<file path="config.mk">
export PLATFORM = sky130hd
export DESIGN_NAME = sram_block_fetch
export DESIGN_NICKNAME = d
export VERILOG_FILES = /design/src/rtl/sram_block_fetch.sv
export SDC_FILE = /design/constraint.sdc
export NUM_CORES = 1
export LEC_CHECK = 0
export ABC_AREA = 1
export CAP_MARGIN = 20
export CORE_ASPECT_RATIO = 1.4
export CORE_MARGIN = 2
export CORE_UTILIZATION = 55
export CTS_CLUSTER_SIZE = 28
export DETAILED_ROUTE_END_ITERATION = 8
export GPL_TIMING_DRIVEN = 0
export PLACE_DENSITY_LB_ADDON = 0.08
export SYNTH_ARGS = -nofsm -noshare
export SYNTH_HDL_FRONTEND = slang
export SYNTH_SLANG_ARGS = --single-unit
</file>
<file path="constraint.sdc">
create_clock -name Clock -period 2.7 [get_ports Clock]
set_clock_uncertainty 0.15 [all_clocks]
set_input_delay 0.54 -clock Clock [delete_from_list [all_inputs] [get_ports Clock]]
set_output_delay 0.54 -clock Clock [all_outputs]
set_load 0.02 [all_outputs]
</file>
<file path="src/rtl/sram_block_fetch.sv">
// ---------------------------------------------------------------------------
// sram_block_fetch
//
// Copies one BLK x BLK sample block, in raster order, from a plane stored in
// external SRAM into the write port of an embedded dual-port RAM. The block
// start address is computed once when a fetch is accepted. After that, the
// stream addresses come from a running row-base register that is advanced by
// the line stride on each column wrap, so the stream path has no multiplier.
//
// Timing, with cycle 0 as the edge that accepts start:
//   cycle 1+i        : SRAM_address = address of sample i (i = 0..BLK*BLK-1)
//   cycle 3+i        : sample i valid on SRAM_read_data (2-cycle SRAM latency)
//   cycle 4+i        : dpr_we/dpr_address/dpr_write_data register sample i
//   cycle BLK*BLK+4  : done pulse; busy is high from cycle 1 to this cycle
//
// Build option:
//   FETCH_SIGN_EXT_EN  defined   -> samples are sign-extended to DPR_DW
//                      undefined -> samples are zero-extended to DPR_DW
//
// Ports:
//   Clock, Resetn                  system clock, async active-low reset
//   start                          request one block fetch (honoured in IDLE)
//   base_addr, stride              plane base address and samples per line
//   blk_col, blk_row               block coordinates within the plane
//   dpr_base                       first dual-port RAM write address
//   busy, done                     fetch in progress / one-cycle completion
//   SRAM_address, SRAM_we_n        SRAM read address, write enable (always 1)
//   SRAM_read_data                 SRAM read data, 2 cycles after the address
//   dpr_address, dpr_write_data,
//   dpr_we                         dual-port RAM write port
// ---------------------------------------------------------------------------
module sram_block_fetch #(
    parameter int BLK      = 8,
    parameter int SRAM_AW  = 18,
    parameter int DPR_AW   = 7,
    parameter int DPR_DW   = 32,
    parameter int STRIDE_W = 9,
    parameter int COL_W    = 6,
    parameter int ROW_W    = 5
) (
    input  logic                Clock,
    input  logic                Resetn,
    input  logic                start,
    input  logic [SRAM_AW-1:0]  base_addr,
    input  logic [STRIDE_W-1:0] stride,
    input  logic [COL_W-1:0]    blk_col,
    input  logic [ROW_W-1:0]    blk_row,
    input  logic [DPR_AW-1:0]   dpr_base,
    output logic                busy,
    output logic                done,
    output logic [SRAM_AW-1:0]  SRAM_address,
    output logic                SRAM_we_n,
    input  logic [15:0]         SRAM_read_data,
    output logic [DPR_AW-1:0]   dpr_address,
    output logic [DPR_DW-1:0]   dpr_write_data,
    output logic                dpr_we
);

    localparam int N  = BLK * BLK;
    localparam int NW = (N > 1) ? $clog2(N) : 1;
    localparam int CW = (BLK > 1) ? $clog2(BLK) : 1;

    typedef enum logic [1:0] {
        IDLE,
        ISSUE,
        DRAIN,
        DONE
    } state_t;

    state_t              state;
    logic [SRAM_AW-1:0]  row_base;   // address of column 0 of the current row
    logic [STRIDE_W-1:0] stride_q;
    logic [CW-1:0]       col_cnt;
    logic [NW-1:0]       iss_cnt;    // samples addressed so far
    logic [NW-1:0]       wr_cnt;     // samples written so far
    logic [DPR_AW-1:0]   wr_addr;    // next dual-port RAM write address

    // issue_v marks a cycle whose SRAM_address is a real read. It is delayed
    // to line up with the returning data: two cycles of SRAM latency plus the
    // cycle in which the sample sits on SRAM_read_data before it is captured.
    logic                issue_v;
    logic                pipe1;
    logic                pipe2;

    // One-off block origin. The multiplies happen only on the accept edge.
    logic [SRAM_AW-1:0]  blk_start;
    assign blk_start = base_addr
                     + SRAM_AW'(SRAM_AW'(blk_row) * SRAM_AW'(BLK) * SRAM_AW'(stride))
                     + SRAM_AW'(SRAM_AW'(blk_col) * SRAM_AW'(BLK));

    logic [DPR_DW-1:0]   sample_ext;
`ifdef FETCH_SIGN_EXT_EN
    assign sample_ext = DPR_DW'($signed(SRAM_read_data));
`else
    assign sample_ext = DPR_DW'(SRAM_read_data);
`endif

    always_ff @(posedge Clock or negedge Resetn) begin
        if (!Resetn) begin
            state          <= IDLE;
            busy           <= 1'b0;
            done           <= 1'b0;
            SRAM_address   <= '0;
            SRAM_we_n      <= 1'b1;
            dpr_address    <= '0;
            dpr_write_data <= '0;
            dpr_we         <= 1'b0;
            row_base       <= '0;
            stride_q       <= '0;
            col_cnt        <= '0;
            iss_cnt        <= '0;
            wr_cnt         <= '0;
            wr_addr        <= '0;
            issue_v        <= 1'b0;
            pipe1          <= 1'b0;
            pipe2          <= 1'b0;
        end else begin
            // NOTE: every register here uses <= so that all reads see the
            // pre-edge values; that is what lets issue_v/pipe1/pipe2 act as a
            // shift register and lets the defaults below be overridden.
            SRAM_we_n <= 1'b1;
            done      <= 1'b0;
            issue_v   <= 1'b0;
            pipe1     <= issue_v;
            pipe2     <= pipe1;
            dpr_we    <= pipe2;

            // The write side runs off the delayed valid alone, so it overlaps
            // the tail of ISSUE and all of DRAIN without extra state.
            if (pipe2) begin
                dpr_address    <= wr_addr;
                dpr_write_data <= sample_ext;
                wr_addr        <= wr_addr + DPR_AW'(1);
                wr_cnt         <= wr_cnt + NW'(1);
            end

            case (state)
                IDLE: begin
                    busy <= 1'b0;
                    if (start) begin
                        row_base <= blk_start;
                        stride_q <= stride;
                        wr_addr  <= dpr_base;
                        col_cnt  <= '0;
                        iss_cnt  <= '0;
                        wr_cnt   <= '0;
                        state    <= ISSUE;
                    end
                end

                ISSUE: begin
                    busy         <= 1'b1;
                    SRAM_address <= row_base + SRAM_AW'(col_cnt);
                    issue_v      <= 1'b1;
                    iss_cnt      <= iss_cnt + NW'(1);
                    if (col_cnt == CW'(BLK - 1)) begin
                        col_cnt  <= '0;
                        row_base <= row_base + SRAM_AW'(stride_q);
                    end else begin
                        col_cnt  <= col_cnt + CW'(1);
                    end
                    if (iss_cnt == NW'(N - 1)) begin
                        state <= DRAIN;
                    end
                end

                DRAIN: begin
                    // Leave once the final sample is being written this edge.
                    if (pipe2 && (wr_cnt == NW'(N - 1))) begin
                        state <= DONE;
                    end
                end

                DONE: begin
                    // busy holds its value (1) through the done cycle; start
                    // sampled here is ignored because the state is not IDLE.
                    done  <= 1'b1;
                    state <= IDLE;
                end

                default: state <= IDLE;
            endcase
        end
    end

endmodule

</file>
==> results.yml <==
global_route:
  track_usage: 0.277
  grt_max_degree: 64
  grt_antenna_before_repair: 0
  wire_length_of_the_first_global_routing_pass_um: 33800
  grt_remaining_overflow: 0
  first_global_vias: 7274
critical_path:
  worst-endpoint-arrival_ps: 4790
  regToRegStartpoint: "state[1]$_DFFE_PN0P_"
  crit_fanout: 6
  endpoint_kind: "flop"
  path_class: "in -> reg"
  setup.worst_path.start: "stride[1]"
  crit_path_start_kind: "primary input"
  crit_required_ps: 2790
clock_network:
  htree_num_levels: 3
  clkSinkCount: 98
  cts_buffers: 9
  cts_tree: "yes"
  clk_transition_reported_paths_ps: 70
  cts_buffer_depth: 2
  cts_hold_buf: 0
  cts_root_buf: "clkbuf_16"
  clk-insertion-delay-late_ps: 340
yosys:
  number_of_enable_type_register_cells_in_the_synthesized_netlist: 0
  post_synth_inst_count: 1086
  netlist-cell-type-count: 39
  synthesis.area_per_instance_um2: 7.15
  syn-cell-area_um2: 7770
  synth.yosys.warnings: 0
  synth.yosys.seq_area_share: 0.316
  total_of_flip_flops_plus_latches_after_synthesis: 98
  async_sr_flop_fraction: 1.00
  synthFlopType: "dfrtp_1"
floorplan:
  io_pins: 125
  core_region_area_um2: 13800
  die_height_um: 145
  rows: 51
  die_x_um: 104
  floorplan.initialDensity: 0.561
  dieArea_um2: 15100
power:
  pleak_nw: 5.38
  cellPowerDensity_nw_per_um2: 1220
  worst_ir_drop_vdd_v: 0.00113
final_layout:
  final.fill_count: 1098
  num_antenna_cells: 0
  layout.nets: 1393
  drive_gt1_frac: 0.178
  final-seq-area_um2: 2450
  post-route-cell-area_um2: 10400
  multi_input_area_um2: 5280
  area_delta_synth_final_pct: 34.2
routing:
  first_pass_iters: 5
  wl_per_cell_um: 14.2
  viasPerCell: 5.16
  wirelength_um: 20200
  vias: 7352
  first_iter_violations: 386
  drc_errors: 0
  antenna_left: 0
sta:
  timing_worst_slew_pin_value_ps: 650
  finalMaxSlewViolations: 0
  achievable-frequency_mhz: 213
  max-slew-margin-rel: 0.567
  final.period_utilization: 1.74
  finalSetupViolations: 13
  least_setup_slack_across_all_paths_after_layout_ps: -2000
  setup_repair_after_global_routing_missed_its_margin: "yes"
  period_minus_slack_ps: 4700
  final_hold_viol_count: 0
min_path:
  hold_class: "in -> async"
place:
  port-buffer-count: 102
  finalWeightedCongestion: 0.956
  dp_hpwl_um: 15200
  place_ws_ps: -2980
  dpl-instance-area_um2: 9480
flow_run:
  number_of_max_cap_violations: 0
status:
  failed_checks: "negative setup slack"
  status: "finished with violations"
per-stage QoR:
stage               setup TNS, ps  hold slack [ps]  total power, mW  instances  utilization
global route               -22820             41.4             13.9       1425        0.753
finish                     -20870             8.03             12.7       1425        0.753
floorplan                  -20830             94.4             8.07       1101            -
detailed placement         -33760              189             10.3       1389        0.684
global placement          -295620              181             10.1       1388        0.683
CTS                        -20300             19.5             12.3       1421        0.737
state kept, by name, indices dropped and copies added, names as in the netlist, 2 cells and up:
| name | cells |
|---|---|
| state | 2 |
| iss_cnt | 6 |
| dpr_address | 7 |
| wr_addr | 7 |
| dpr_write_data | 16 |
| row_base | 18 |
| SRAM_address | 18 |
| stride_q | 9 |
| col_cnt | 3 |
| wr_cnt | 6 |
cell families after synthesis:
logic type | Yosys count | synth area share
other | 2 | 0.000967
adders and majority gates | 94 | 0.180
buffers and inverters | 219 | 0.115
and+or+nand+nor | 531 | 0.276
AOI/OAI and AO/OA | 119 | 0.0859
xor gates and xnor gates | 23 | 0.0259
DFF | 98 | 0.316
cells in the mapped netlist, types with 2 or more instances:
master	n	share of area
o21a_1	2	0.0019
nand4_1	13	0.010
inv_2	3	0.0014
conb_1	2	0.00097
nor2_1	68	0.033
a21oi_1	46	0.030
clkbuf_1	19	0.0092
or2_2	4	0.0032
o21ai_0	48	0.031
buf_2	4	0.0026
nand3b_1	3	0.0029
a211oi_1	2	0.0019
fa_1	30	0.077
buf_4	17	0.016
ha_1	64	0.10
o21ai_1	2	0.0013
nand3_1	60	0.039
nor3_1	9	0.0058
dfrtp_1	98	0.32
clkinv_1	2	0.00097
buf_1	2	0.00097
nand2_1	371	0.18
inv_1	172	0.083
a31oi_1	6	0.0048
xnor2_1	6	0.0068
xor2_1	17	0.019
a21o_1	2	0.0019
o211ai_1	3	0.0029
worst max-delay path: stages:
cell and delay (ps):
buf_8 110, nand2_4 50, fa_1 580, fa_1 450, fa_1 520, inv_2 50
ha_4 230, buf_4 140, nand2_2 100, nor2_4 50, a21oi_2 170, nor2_1 60
nor2_1 120, xor2_1 240, inv_1 110, ha_4 230, ha_4 310, nand2_4 80
nor2_4 100, nand3_2 110, nand3_2 100, nand2_1 80, nand3_2 80, nand2_1 70
nand2_1 50, nand2_1 40
metal layers:
metal,part of all wire,track usage
met1,0.40,0.320
met2,0.53,0.518
met3,0.039,0.0347
met4,0.033,0.113
met5,0,0
cell type report:
cell class,count,area share
flip-flops and latches,98,0.235
clock inverters,6,0.00624
multi-input cells,784,0.506
plain buffers,42,0.0290
clock buffers,10,0.0220
well taps,185,0.0222
inverters,177,0.0637
repair buffers,123,0.115
timing repair:
action,4_1_cts,5_1_grt
gates resized for setup,113,51
pin swaps,53,39
gates cloned,0,0
setup endpoints to repair,14,15
setup buffers,16,4
cell usage in the layout, fill, tap and decap left out, types with 7 or more instances in the layout:
cell,n
a21oi_1,30
a21oi_2,11
a21oi_4,7
buf_4,37
clkbuf_1,14
clkbuf_16,12
clkdlybuf4s50_1,92
conb_1,17
dfrtp_1,98
fa_1,27
ha_1,38
ha_4,24
inv_1,150
inv_2,25
nand2_1,337
nand2_2,23
nand2_4,11
nand3_1,49
nand3_2,10
nand4_1,13
nor2_1,59
nor3_1,8
o21ai_0,35
o21ai_1,9
xor2_1,12
report_power, final:
| group | internal, mW | total (mW) | switching [mW] | leakage [nW] |
|---|---|---|---|---|
| sequential | 2.18 | 2.73 | 0.554 | 1.20 |
| combinational | 3.61 | 8.71 | 5.10 | 4.04 |
| clock | 0.720 | 1.27 | 0.551 | 0.143 |
worst paths after layout:
check,end,slack (ps),cells past startpoint
max,row_base[15]$_DFFE_PN0P_,-2000,26
max reg2reg,row_base[3]$_DFFE_PN0P_,120,11
min in group Clock,pipe1$_DFF_PN0_,210,0
min reg2reg,pipe1$_DFF_PN0_,210,0
max in group asynchronous,SRAM_address[16]$_DFFE_PN0P_,1740,2
min,dpr_write_data[15]$_DFFE_PN0P_,8,1
No activity file was read; power rests on OpenSTA's default activity.
==> patch 1: new RTL, same flow settings <==
Build with the macro `FETCH_SIGN_EXT_EN` defined.
--- a/src/rtl/sram_block_fetch.sv
+++ b/src/rtl/sram_block_fetch.sv
@@ -29,6 +29,8 @@
 //   dpr_address, dpr_write_data,
 //   dpr_we                         dual-port RAM write port
 // ---------------------------------------------------------------------------
+`define FETCH_SIGN_EXT_EN
+
 module sram_block_fetch #(
     parameter int BLK      = 8,
     parameter int SRAM_AW  = 18,
Behaviour: not the same (a bounded check fails within 10 cycles, from zero or initial values and one cycle with Resetn low).
==> patch 1 against the unedited design <==
  * The flow finishes with violations (hold timing, setup timing)
  * Worst setup slack better by 0.046 ns
  * Final area is 1.1% higher
  * Critical path depth up 1
  * Die area rose by 0.41%
  * Via count rose by 0.80%
  * Area after synthesis rose by 0.42%
  * Sequential cell count is the same
  * Count of clock-buffer cells in the layout did not move
  * Routed wire length rose by 3.6%
  * Hold slack got worse by 0.018 ns
  * Total power up 4.4%
==> patch 1: results (changes against the unedited design) <==
| Parameter | Value | Unit | Delta |
| --- | --- | --- | --- |
| HPWL after detailed placement | 15380 | um | was 15210 um |
| Overall power | 0.01328 | W | was 0.01271 W |
| First-iteration detailed-routing DRC count | 399 | - | was 386 |
| Synthesis-to-finish area growth | 35.17 | % | was 34.22% |
| Portion of the post-synthesis area used by sequential elements | 0.3145 | - | was 0.3158 |
| Violated checks | hold timing, setup timing | - | was setup timing |
| Synth top area cells | sky130_fd_sc_hd__dfrtp_1 31%, sky130_fd_sc_hd__nand2_1 18%, sky130_fd_sc_hd__ha_1 10% | - | was sky130_fd_sc_hd__dfrtp_1 32%, sky130_fd_sc_hd__nand2_1 18%, sky130_fd_sc_hd__ha_1 10% |
| Detailed Routing Iterations Pass 1 | 4 | - | was 5 |
| Layout clock area frac | 0.03335 | - | was 0.02821 |
| Leak pwr | 5.436 | nW | was 5.381 nW |
| Inserted Diodes | 1 | - | was 0 |
| Post-Route Hold Slack | -0.01038 | ns | was 0.008031 ns |
| Total routing resource utilization after global routing | 0.2787 | - | was 0.2768 |
| Result of the run | finished, violations left | - | unchanged |
| Number of buffers other than clock buffers in the final layout | 174 | - | was 165 |
| Worst VDD drop | 1.032 | mV | was 1.132 mV |
| Clock Power Share | 0.113 | - | was 0.100 |
| R2r setup slk | 0.27 | ns | was 0.12 ns |
| Final setup viols | 13 | - | unchanged |
| Most instantiated cells after synthesis | 378 x sky130_fd_sc_hd__nand2_1, 179 x sky130_fd_sc_hd__inv_1, 98 x sky130_fd_sc_hd__dfrtp_1 | - | was 371 x sky130_fd_sc_hd__nand2_1, 172 x sky130_fd_sc_hd__inv_1, 98 x sky130_fd_sc_hd__dfrtp_1 |
| Final Wtd Congestion | 0.9674 | - | was 0.9557 |
| Detailed-routed wire length on met3 | 752 | um | was 784 um |
| Global routing met3 resource utilization | 0.03090 | - | was 0.03470 |
| Sw frac | 0.4817 | - | was 0.4881 |
| Mean area per synthesized cell | 7.122 | um2 | was 7.151 um2 |
| Via count of the first global-routing pass | 7342 | - | was 7274 |
| Input/output buffers | 118 | - | was 102 |
| Startpoint of the most critical register-to-register path | row_base[1] | - | was state[1] |
| Data arrival time of the worst path | 4.75 | ns | was 4.79 ns |
| Maximum cell stage delay along the critical path | 0.50 | ns | was 0.58 ns |
| Number of antenna violations at the first check in global routing | 1 | - | was 0 |
| Wire length on met2 | 11270 | um | was 10720 um |
| Relative area of non-clock buffer cells in the final design | 0.1556 | - | was 0.1442 |
| Final Worst Setup Slack | -1.958 | ns | was -2.004 ns |
| Critical path peak fanout | 9 | - | was 6 |
| Setup Slack @ Placement | -2.986 | ns | was -2.982 ns |
| Fraction of the mapped netlist area in adder cells | 0.1797 | - | was 0.1804 |
| First-pass GRT wire length | 34020 | um | was 33780 um |
| Ratio of cells with drive above 1 in the final layout | 0.1569 | - | was 0.1782 |
| Number of non-clock inverters in the layout | 184 | - | was 177 |
| Number of hold-slack violations in the final timing report | 20 | - | was 0 |
[patch 1: cell types whose count changed after synthesis, moves of 2 or more]
| cell | delta |
|---|---|
| sky130_fd_sc_hd__xnor2_1 | +2 |
| sky130_fd_sc_hd__inv_1 | +7 |
| sky130_fd_sc_hd__buf_2 | -3 |
| sky130_fd_sc_hd__a21oi_1 | -3 |
| sky130_fd_sc_hd__o21ai_0 | -4 |
| sky130_fd_sc_hd__a31oi_1 | +3 |
| sky130_fd_sc_hd__nand2_1 | +7 |
| sky130_fd_sc_hd__nand4_1 | -2 |
| sky130_fd_sc_hd__nor2_1 | +4 |
| sky130_fd_sc_hd__or2_2 | -3 |
| sky130_fd_sc_hd__inv_4 | +2 |
| sky130_fd_sc_hd__buf_4 | +2 |
| sky130_fd_sc_hd__inv_2 | -2 |
[patch 1: worst max path at each step]
stage          startpoint           end  cells after the start
2_1_floorplan  blk_row[4]  row_base[17]                     22
3_3_place_gp    stride[0]  row_base[16]                     23
3_5_place_dp    stride[3]  row_base[16]                     27
4_1_cts        blk_row[2]  row_base[16]                     27
5_1_grt         stride[4]  row_base[14]                     27
6_report       blk_row[4]  row_base[14]                     27
[patch 1: logic make-up (layout without fill, tap and decap cells)]
family	after synthesis	after routing
AND/OR/NAND/NOR	538	538
adder cells (fa/ha/maj)	94	94
AO/OA/AOI/OAI	113	113
buffers and inverters	226	374
XOR/XNOR	25	25
flip-flops	98	98
other	1	2
[patch 1: repair_timing]
| action | CTS | global route |
|---|---|---|
| hold buffers | 0 | 0 |
| gates resized for setup | 106 | 47 |
| pin swaps | 42 | 25 |
| endpoints found under the setup margin | 14 | 13 |
| gates cloned | 0 | 0 |
| setup buffers | 11 | 3 |
==> patch 2: new RTL, same flow settings <==
Without the edit above. Put one more register stage on the output `SRAM_address`, cleared by the reset. The value now appears one clock later. The other outputs are not delayed to match. Comments in the files are not updated.
--- a/src/rtl/sram_block_fetch.sv
+++ b/src/rtl/sram_block_fetch.sv
@@ -67,6 +67,8 @@
         DONE
     } state_t;
 
+    logic [SRAM_AW-1:0] SRAM_address_s0;
+
     state_t              state;
     logic [SRAM_AW-1:0]  row_base;   // address of column 0 of the current row
     logic [STRIDE_W-1:0] stride_q;
@@ -100,7 +102,7 @@
             state          <= IDLE;
             busy           <= 1'b0;
             done           <= 1'b0;
-            SRAM_address   <= '0;
+            SRAM_address_s0 <= '0;
             SRAM_we_n      <= 1'b1;
             dpr_address    <= '0;
             dpr_write_data <= '0;
@@ -150,7 +152,7 @@
 
                 ISSUE: begin
                     busy         <= 1'b1;
-                    SRAM_address <= row_base + SRAM_AW'(col_cnt);
+                    SRAM_address_s0 <= row_base + SRAM_AW'(col_cnt);
                     issue_v      <= 1'b1;
                     iss_cnt      <= iss_cnt + NW'(1);
                     if (col_cnt == CW'(BLK - 1)) begin
@@ -183,5 +185,13 @@
         end
     end
 
+    always_ff @(posedge Clock or negedge Resetn) begin
+        if (!Resetn) begin
+            SRAM_address <= '0;
+        end else begin
+            SRAM_address <= SRAM_address_s0;
+        end
+    end
+
 endmodule
 
Formal check against the unedited RTL: not equivalent (Yosys sat finds a counterexample within 4 cycles, from zero or initial values and one cycle with Resetn low).
==> patch 2 against the unedited design <==
  * Sequential share of layout area grew 2.2 points
  * Routed wire length grew 5.5%
  * Final area grew 8.4%
  * Worst setup slack gained 0.056 ns
  * Sequential cell count grew 18
  * Clock power grew 76%
  * Count of clock-buffer cells in the layout grew 10
  * Global-route usage shrank 0.60 points
  * Synthesized cell count grew 1.7%
  * Highest routed layer unchanged
  * Area after synthesis grew 6.1%
  * The flow still finishes with violations (setup timing)
  * Total power grew 12%
==> patch 2: results (changes against the unedited design) <==
| Parameter | Value | Unit | Delta |
| --- | --- | --- | --- |
| Net count of the finished layout | 1423 | - | was 1393 |
| Synth top area cells | sky130_fd_sc_hd__dfrtp_1 35%, sky130_fd_sc_hd__nand2_1 17%, sky130_fd_sc_hd__ha_1 9.7% | - | was sky130_fd_sc_hd__dfrtp_1 32%, sky130_fd_sc_hd__nand2_1 18%, sky130_fd_sc_hd__ha_1 10% |
| Final Worst Setup Slack | -1.948 | ns | was -2.004 ns |
| Maximum cell stage delay along the critical path | 0.50 | ns | was 0.58 ns |
| Violated checks | setup timing | - | unchanged |
| Via count of the first global-routing pass | 7479 | - | was 7274 |
| Result of the run | finished, violations left | - | unchanged |
| Final setup viols | 13 | - | unchanged |
| First-pass GRT wire length | 34190 | um | was 33780 um |
| Depth of the most critical reg-to-reg path | 12 | - | was 11 |
| Worst VDD drop | 1.139 | mV | was 1.132 mV |
| Portion of the post-synthesis area used by sequential elements | 0.3524 | - | was 0.3158 |
| CTS clock-pin slew for the worst setup and hold paths | 0.05 | ns | was 0.07 ns |
| Compound-Gate Fraction of Synth Area | 0.07489 | - | was 0.08587 |
| End point of the critical path | row_base[17] | - | was row_base[15] |
| Most instantiated cells after synthesis | 374 x sky130_fd_sc_hd__nand2_1, 175 x sky130_fd_sc_hd__inv_1, 116 x sky130_fd_sc_hd__dfrtp_1 | - | was 371 x sky130_fd_sc_hd__nand2_1, 172 x sky130_fd_sc_hd__inv_1, 98 x sky130_fd_sc_hd__dfrtp_1 |
| CTS-repair resized insts | 98 | - | was 113 |
| Detailed-route wire length | 21280 | um | was 20170 um |
| Beginning of the critical path | stride[6] | - | was stride[1] |
| Leak pwr | 5.813 | nW | was 5.381 nW |
| Post-Route Hold Slack | 0.2030 | ns | was 0.008031 ns |
| Startpoint of the most critical register-to-register path | col_cnt[0] | - | was state[1] |
| Setup Slack @ Placement | -2.966 | ns | was -2.982 ns |
| Pin count of the biggest net entering global routing | 85 | - | was 64 |
| Total routing resource utilization after global routing | 0.2708 | - | was 0.2768 |
| Fraction of the mapped netlist area in adder cells | 0.1701 | - | was 0.1804 |
==> patch 2: changes by cell type after synthesis, moves of 3 or more <==
cell	before	now
sky130_fd_sc_hd__o21ai_0	48	44
sky130_fd_sc_hd__inv_1	172	175
sky130_fd_sc_hd__nand4_1	13	10
sky130_fd_sc_hd__nor2_1	68	72
sky130_fd_sc_hd__buf_2	4	1
sky130_fd_sc_hd__dfrtp_1	98	116
sky130_fd_sc_hd__nor2_2	0	3
sky130_fd_sc_hd__nand2_1	371	374
sky130_fd_sc_hd__nand3_1	60	57
sky130_fd_sc_hd__buf_4	17	20
==> patch 2: layer usage <==
| layer | wire [um] | part of all wire | GRT usage |
|---|---|---|---|
| met1 | 8262 | 0.39 | 0.3016 |
| met2 | 11190 | 0.53 | 0.5003 |
| met3 | 903 | 0.042 | 0.04631 |
| met4 | 924 | 0.043 | 0.1205 |
| met5 | 0 | 0 | 0 |
==> patch 2: report_power, final <==
part / total, W / leakage, nW / switching, W / internal (W)
logic: 0.00882 / 4.11 / 0.00517 / 0.00366
clock network: 0.00224 / 0.284 / 0.000760 / 0.00148
registers: 0.00317 / 1.42 / 0.000588 / 0.00258
total: 0.0142 / 5.81 / 0.00651 / 0.00772
==> patch 2: through the flow <==
stage | instances | setup TNS, ns
2_1_floorplan | 1120 | -20.72
3_3_place_gp | 1411 | -434.71
3_5_place_dp | 1412 | -33.58
4_1_cts | 1456 | -19.52
5_1_grt | 1465 | -22.37
6_report | 1465 | -20.36
==> patch 2: cell type report <==
class	instances	area, um2
Clock inverter	10	132.6
Inverter	180	678.2
Multi-Input combinational cell	782	5330
Clock buffer	20	456.7
Buffer	42	304.0
Sequential cell	116	2903
Fill cell	1031	3276
Timing Repair Buffer	126	1257
Tap cell	189	236.5
